File: config.mk
export PLATFORM = sky130hd
export DESIGN_NAME = ising_axi_cell_bridge
export DESIGN_NICKNAME = d
export VERILOG_FILES = /design/src/rtl/ising_axi_cell_bridge.sv
export SDC_FILE = /design/constraint.sdc
export NUM_CORES = 1
export LEC_CHECK = 0
export CORE_AREA = 4 4 158 160
export CTS_CLUSTER_DIAMETER = 150
export CTS_CLUSTER_SIZE = 40
export DETAILED_ROUTE_END_ITERATION = 16
export DIE_AREA = 0 0 162 164
export PLACE_DENSITY = 0.62
export SLEW_MARGIN = 20
export SYNTH_ARGS = -nofsm -noshare
export SYNTH_HDL_FRONTEND = slang
export SYNTH_SLANG_ARGS = --single-unit
export TNS_END_PERCENT = 100
File: constraint.sdc
create_clock -name clk -period 2.5 [get_ports clk]
set_input_delay 0.25 -clock clk [delete_from_list [all_inputs] [get_ports clk]]
set_output_delay 0.25 -clock clk [all_outputs]
set_load 0.005 [all_outputs]
File: src/rtl/ising_axi_cell_bridge.sv
// AXI4-Lite slave bridging host accesses to the Ising array spin-load bus:
// one-hot cell write strobes, broadcast write data, read-back mux and the CTRL register.
module ising_axi_cell_bridge #(
  parameter int NUM_CELLS = 8,
  parameter int ADDR_W    = 12
) (
  input  logic                    clk,
  input  logic                    axi_rstn,
  input  logic                    s_awvalid,
  output logic                    s_awready,
  input  logic [ADDR_W-1:0]       s_awaddr,
  input  logic                    s_wvalid,
  output logic                    s_wready,
  input  logic [31:0]             s_wdata,
  output logic                    s_bvalid,
  input  logic                    s_bready,
  output logic [1:0]              s_bresp,
  input  logic                    s_arvalid,
  output logic                    s_arready,
  input  logic [ADDR_W-1:0]       s_araddr,
  output logic                    s_rvalid,
  input  logic                    s_rready,
  output logic [31:0]             s_rdata,
  output logic [1:0]              s_rresp,
  output logic                    cell_wready,
  output logic [NUM_CELLS-1:0]    cell_addr_match,
  output logic [31:0]             cell_wdata,
  input  logic [32*NUM_CELLS-1:0] cell_rdata,
  output logic                    ising_rstn,
  output logic                    start,
  output logic [1:0]              wr_state_dbg,
  output logic                    rd_state_dbg
);

  localparam int IDX_W = ADDR_W - 2;

  // Handshakes: a beat transfers on a rising edge where valid and ready are both high;
  // valid/data are held by the sender until then, ready is a registered output here.

  typedef enum logic [1:0] {
    W_IDLE = 2'd0,
    W_EXEC = 2'd1,
    W_RESP = 2'd2
  } wr_state_t;

  typedef enum logic {
    R_IDLE = 1'b0,
    R_RESP = 1'b1
  } rd_state_t;

  wr_state_t            wr_state;
  rd_state_t            rd_state;
  logic                 aw_held;
  logic                 w_held;
  logic [IDX_W-1:0]     aw_idx_q;
  logic                 wr_ctrl_q;
  logic                 wr_mapped_q;
  logic [1:0]           ctrl_q;

  logic                 aw_hs;
  logic                 w_hs;
  logic                 ar_hs;
  logic [IDX_W-1:0]     wr_idx;
  logic [NUM_CELLS-1:0] wr_match;
  logic                 wr_is_ctrl;
  logic [IDX_W-1:0]     rd_idx;
  logic [31:0]          rd_word;
  logic [1:0]           rd_resp;
  logic                 unused_addr_bits;

  assign aw_hs = s_awvalid & s_awready;
  assign w_hs  = s_wvalid & s_wready;
  assign ar_hs = s_arvalid & s_arready;

  assign unused_addr_bits = ^{s_awaddr[1:0], s_araddr[1:0]};

  assign ising_rstn   = ctrl_q[0];
  assign start        = ctrl_q[1];
  assign wr_state_dbg = wr_state;
  assign rd_state_dbg = rd_state;

  // The address decoded for the strobe is the one arriving now or the one already held.
  assign wr_idx = aw_hs ? s_awaddr[ADDR_W-1:2] : aw_idx_q;

  always_comb begin
    wr_match   = '0;
    wr_is_ctrl = (wr_idx == '0);
    for (int i = 0; i < NUM_CELLS; i++) begin
      wr_match[i] = (wr_idx == IDX_W'(i + 1));
    end
  end

  assign rd_idx = s_araddr[ADDR_W-1:2];

  always_comb begin
    rd_word = 32'hDEAD_BEEF;
    rd_resp = 2'b10;
    if (rd_idx == '0) begin
      rd_word = {30'd0, ctrl_q[1], ctrl_q[0]};
      rd_resp = 2'b00;
    end
    for (int i = 0; i < NUM_CELLS; i++) begin
      if (rd_idx == IDX_W'(i + 1)) begin
        rd_word = cell_rdata[32*i +: 32];
        rd_resp = 2'b00;
      end
    end
  end

  always_ff @(posedge clk or negedge axi_rstn) begin
    if (!axi_rstn) begin
      wr_state        <= W_IDLE;
      aw_held         <= 1'b0;
      w_held          <= 1'b0;
      aw_idx_q        <= '0;
      wr_ctrl_q       <= 1'b0;
      wr_mapped_q     <= 1'b0;
      ctrl_q          <= 2'b00;
      s_awready       <= 1'b0;
      s_wready        <= 1'b0;
      s_bvalid        <= 1'b0;
      s_bresp         <= 2'b00;
      cell_wready     <= 1'b0;
      cell_addr_match <= '0;
      cell_wdata      <= '0;
    end else begin
      case (wr_state)
        W_IDLE: begin
          if (aw_hs) begin
            aw_held  <= 1'b1;
            aw_idx_q <= s_awaddr[ADDR_W-1:2];
          end
          if (w_hs) begin
            w_held     <= 1'b1;
            cell_wdata <= s_wdata;
          end
          s_awready <= ~(aw_held | aw_hs);
          s_wready  <= ~(w_held | w_hs);
          if ((aw_held | aw_hs) && (w_held | w_hs)) begin
            wr_state        <= W_EXEC;
            cell_wready     <= |wr_match;
            cell_addr_match <= wr_match;
            wr_ctrl_q       <= wr_is_ctrl;
            wr_mapped_q     <= wr_is_ctrl | (|wr_match);
          end
        end
        W_EXEC: begin
          cell_wready     <= 1'b0;
          cell_addr_match <= '0;
          if (wr_ctrl_q) begin
            ctrl_q <= cell_wdata[1:0];
          end
          aw_held  <= 1'b0;
          w_held   <= 1'b0;
          s_bvalid <= 1'b1;
          s_bresp  <= wr_mapped_q ? 2'b00 : 2'b10;
          wr_state <= W_RESP;
        end
        W_RESP: begin
          if (s_bready) begin
            s_bvalid  <= 1'b0;
            s_awready <= 1'b1;
            s_wready  <= 1'b1;
            wr_state  <= W_IDLE;
          end
        end
        default: begin
          wr_state        <= W_IDLE;
          cell_wready     <= 1'b0;
          cell_addr_match <= '0;
          s_bvalid        <= 1'b0;
        end
      endcase
    end
  end

  // Read data is sampled on the AR edge; a concurrent write is not forwarded.
  always_ff @(posedge clk or negedge axi_rstn) begin
    if (!axi_rstn) begin
      rd_state  <= R_IDLE;
      s_arready <= 1'b0;
      s_rvalid  <= 1'b0;
      s_rdata   <= '0;
      s_rresp   <= 2'b00;
    end else begin
      case (rd_state)
        R_IDLE: begin
          s_arready <= ~ar_hs;
          if (ar_hs) begin
            s_rdata  <= rd_word;
            s_rresp  <= rd_resp;
            s_rvalid <= 1'b1;
            rd_state <= R_RESP;
          end
        end
        R_RESP: begin
          if (s_rready) begin
            s_rvalid  <= 1'b0;
            s_arready <= 1'b1;
            rd_state  <= R_IDLE;
          end
        end
        default: begin
          rd_state <= R_IDLE;
          s_rvalid <= 1'b0;
        end
      endcase
    end
  end

endmodule

==> metrics, run 1 <==
outcome=finished, final reports clean; count of cells resized by post-cts repair=0; Syn Inst Count=roughly 740; Max transition margin=0.607; Clock Sinks=a little under 100; Pins Over Slew Limit=0; drt via density=about 5.1; Worst Setup End Kind=register; Most Used Layer, Global Route=met2; Post-Syn Area=6370 sq um; Synth area leaders=dfrtp_1 39%, mux2_2 7.4%, a21oi_1 7.0%; H-tree depth=3; Worst EP arrival=around 2.6 ns; Initial DRC Count=a little over 500; area fraction of the dominant cell type after synthesis=0.389; # Post-CTS Setup Buffers=0; FP Rows=56; CTS tree=built; # IOs=406; total count of hold-check failures in the final report=0; hold_ws=roughly 0.44 ns; Detailed Routing Iterations Pass 1=5; mean post-synth cell area=8.62 sq um; Clock Latency Late Sink=0.35 ns; Post-synth EDFFs=0; max_cap viols=0; net count reported at finish=around 1500; Detail Route Antenna Nets=0; share of post-route cells with drive strength above 1=0.118; final WL=slightly above 30 mm; Post-synth top flop=dfrtp_1; Placed Cells incl. Taps=roughly 1500; CTS Hold Bufs=1; GPL Wtd Cong=0.887; Die Ht=~160 um; peak supply drop=just over 400 uV; Final period util=0.911; ys async rst share=1.00; synth unique cells=60; Initial Util=0.272; largest net degree at the start of global routing=62; fmax=approximately 440 MHz; worst min path class=input pin to async pin; final setup vio count=0; CP max stage cell=or4b_1; crit path kind=input pin to register; Post-Layout Cell Count=around 1500; routed via count=roughly 7500; clock buffer depth=2; Layout area overhead=78.3%; worst path required time=around 2.8 ns; detailed placer's ending HPWL=24.5 mm; setup slack after layout=0.224 ns; final setup TNS=0 ns; CTS Root Cell=clkbuf_16; initial antenna violation count=5; Yosys reg bits=99; Die Footprint=~27000 sq um; Final Critical Period=roughly 2.3 ns; Die Span X=about 160 um; CP delay by family, top=simple AND/OR/NAND/NOR gates; # port buffers=between 300 and 400; Util after Layout=0.485; Largest stage delay, worst path=about 0.73 ns; total gr overflow=0; clk slew on worst S/H paths=0.07 ns; vias in the first global route=just under 8000; Yosys warnings=0; GR Util met2=0.381; Tot GR Track Use=0.218; # DRC=0; global-route wire length before repair=44.7 mm; Tightest Pin Transition=between 0.5 and 0.6 ns; Seq/Total Area, Yosys=0.389; Yosys top cell by area=dfrtp_1; met1 Use GR=0.273; core area=23400 sq um; DP Worst Slack=-0.157 ns; Pwr Density=about 730 nW/um^2; startpoint types=input pin; critical path, cell by cell=clkdlybuf4s50_1, or4b_1, nor2_1, a21oi_1, o22ai_1, buf_4, o2bb2ai_1; M3 GR Usage=0.0449; RSZ-0062 raised after global routing=false; Bufs and invs on worst path=2; Leakage=4.41 nW; CTS Buf Count=9; Clock Skews=about 0.0085 ns; CP max FO=10; routed len/inst=approximately 20 um
## cells in the mapped netlist (5+ instances only)
cell / n
o22ai_1: 6
a21oi_1: 89
mux2_2: 42
o21ai_0: 61
mux2i_1: 23
o221ai_1: 17
a22oi_1: 7
dfrtp_1: 99
nand3_1: 23
inv_1: 7
a221oi_1: 32
nand2_1: 64
nor2_1: 76
buf_1: 5
nor3_1: 24
o21a_1: 8
clkbuf_1: 54
o2bb2ai_1: 13
or3_1: 9
o32a_1: 12
a22o_1: 6
## state kept, by name (all words and copies together), names as in the netlist, 2 cells and up
signal	count
ctrl_q	2
wr_state_dbg	2
s_rdata	32
aw_idx_q	10
cell_wdata	32
cell_addr_match	8
## worst register-to-register path, cell delays in order, from the launching register on
cell     delay [ns]
dfrtp_1        0.46
nand2_1        0.37
mux2i_1        0.29
or4b_4         0.50
o41ai_2        0.28
## cell families (layout without fill, tap and decap cells)
family / after synthesis / in the layout / synth area share
flip-flops: 99 / 99 / 0.389
buffers and inverters: 72 / 482 / 0.0473
AND/OR/NAND/NOR: 231 / 231 / 0.171
multiplexers: 65 / 65 / 0.110
other: 1 / 5 / 0.000589
AO/OA/AOI/OAI: 269 / 269 / 0.279
XOR/XNOR: 2 / 2 / 0.00275
## path summary, 6_finish.rpt
path                               from                  to  slack, ns  cells after the start
max in group asynchronous      axi_rstn         s_rdata[29]       1.35                      3
max reg2reg                   s_awready  cell_addr_match[0]       0.50                      4
min                            axi_rstn  cell_addr_match[0]       0.44                      2
min reg2reg                 wr_mapped_q          s_bresp[1]       0.46                      1
max                        s_araddr[10]         s_rdata[20]       0.22                      7
min in group clk            wr_mapped_q          s_bresp[1]       0.46                      1
## cell type report
class | count | area [sq um]
inverter | 7 | 26.3
clock inverter | 5 | 108
antenna | 3 | 7.51
tap | 319 | 399
multi-input combinational | 569 | 3620
sequential | 99 | 2480
timing repair buffer | 460 | 4480
clock buffer | 10 | 239
fill | 2303 | 12000
## per-stage QoR
stage / total power [mW] / instance area [sq um]
3_3_place_gp: 6.71 / 11000
5_1_grt: 8.89 / 11400
6_report: 8.35 / 11400
2_1_floorplan: 4.33 / 6370
4_1_cts: 8.46 / 11300
3_5_place_dp: 6.77 / 11000
## layout by cell type (no fill, tap or decap), types with 3 or more instances in the layout
cell             netlist  layout
bufinv_16              0       3
and3b_1                3       3
o2bb2ai_1             13      13
mux2i_1               23      23
or3_1                  9       9
diode_2                0       3
o32a_1                12      12
buf_12                 0       3
clkbuf_16              0       9
o221ai_1              17      17
nand2_1               64      64
a221oi_1              32      32
nand3b_1               3       3
nor2_1                76      74
or2_2                  3       3
a22oi_1                7       7
buf_4                  2      59
nor3_1                24      24
dfrtp_1               99      99
nand2b_1               3       3
o21a_1                 8       8
o21ai_0               61      61
o22ai_1                6       6
nor2b_1                3       3
clkdlybuf4s50_1        0     396
a21oi_1               89      89
inv_1                  7       7
nand3_1               23      22
mux2_2                42      42
nor3b_1                4       4
a22o_1                 6       6
## power breakdown
group          leakage (nW)  switching (mW)  internal, mW
clock                 0.170           0.634          1.01
sequential             1.18           0.417          2.32
combinational          3.06            1.56          2.40
## metal layers
layer  vias up  part of all wire
met3        34             0.066
li1       3584                 -
met1      3540              0.41
met4         0             0.023
met5         -                 0
met2       311              0.51
(Power assumes the default switching activity.)
==> run 2: changes to the inputs <==
--- a/config.mk
+++ b/config.mk
@@ -11,6 +11,7 @@
 export DETAILED_ROUTE_END_ITERATION = 16
 export DIE_AREA = 0 0 162 164
 export PLACE_DENSITY = 0.62
+export SETUP_SLACK_MARGIN = 0.05
 export SLEW_MARGIN = 20
 export SYNTH_ARGS = -nofsm -noshare
 export SYNTH_HDL_FRONTEND = slang
==> results of run 2 <==
The final DEF is identical to that of run 1; final timing and power are the same.
==> run 3: changes to the inputs <==
--- a/config.mk
+++ b/config.mk
@@ -12,6 +12,7 @@
 export DIE_AREA = 0 0 162 164
 export PLACE_DENSITY = 0.62
 export SETUP_SLACK_MARGIN = 0.05
+export SKIP_LAST_GASP = 1
 export SLEW_MARGIN = 20
 export SYNTH_ARGS = -nofsm -noshare
 export SYNTH_HDL_FRONTEND = slang
==> results of run 3 <==
The final DEF is identical to that of run 1; final timing and power are the same.
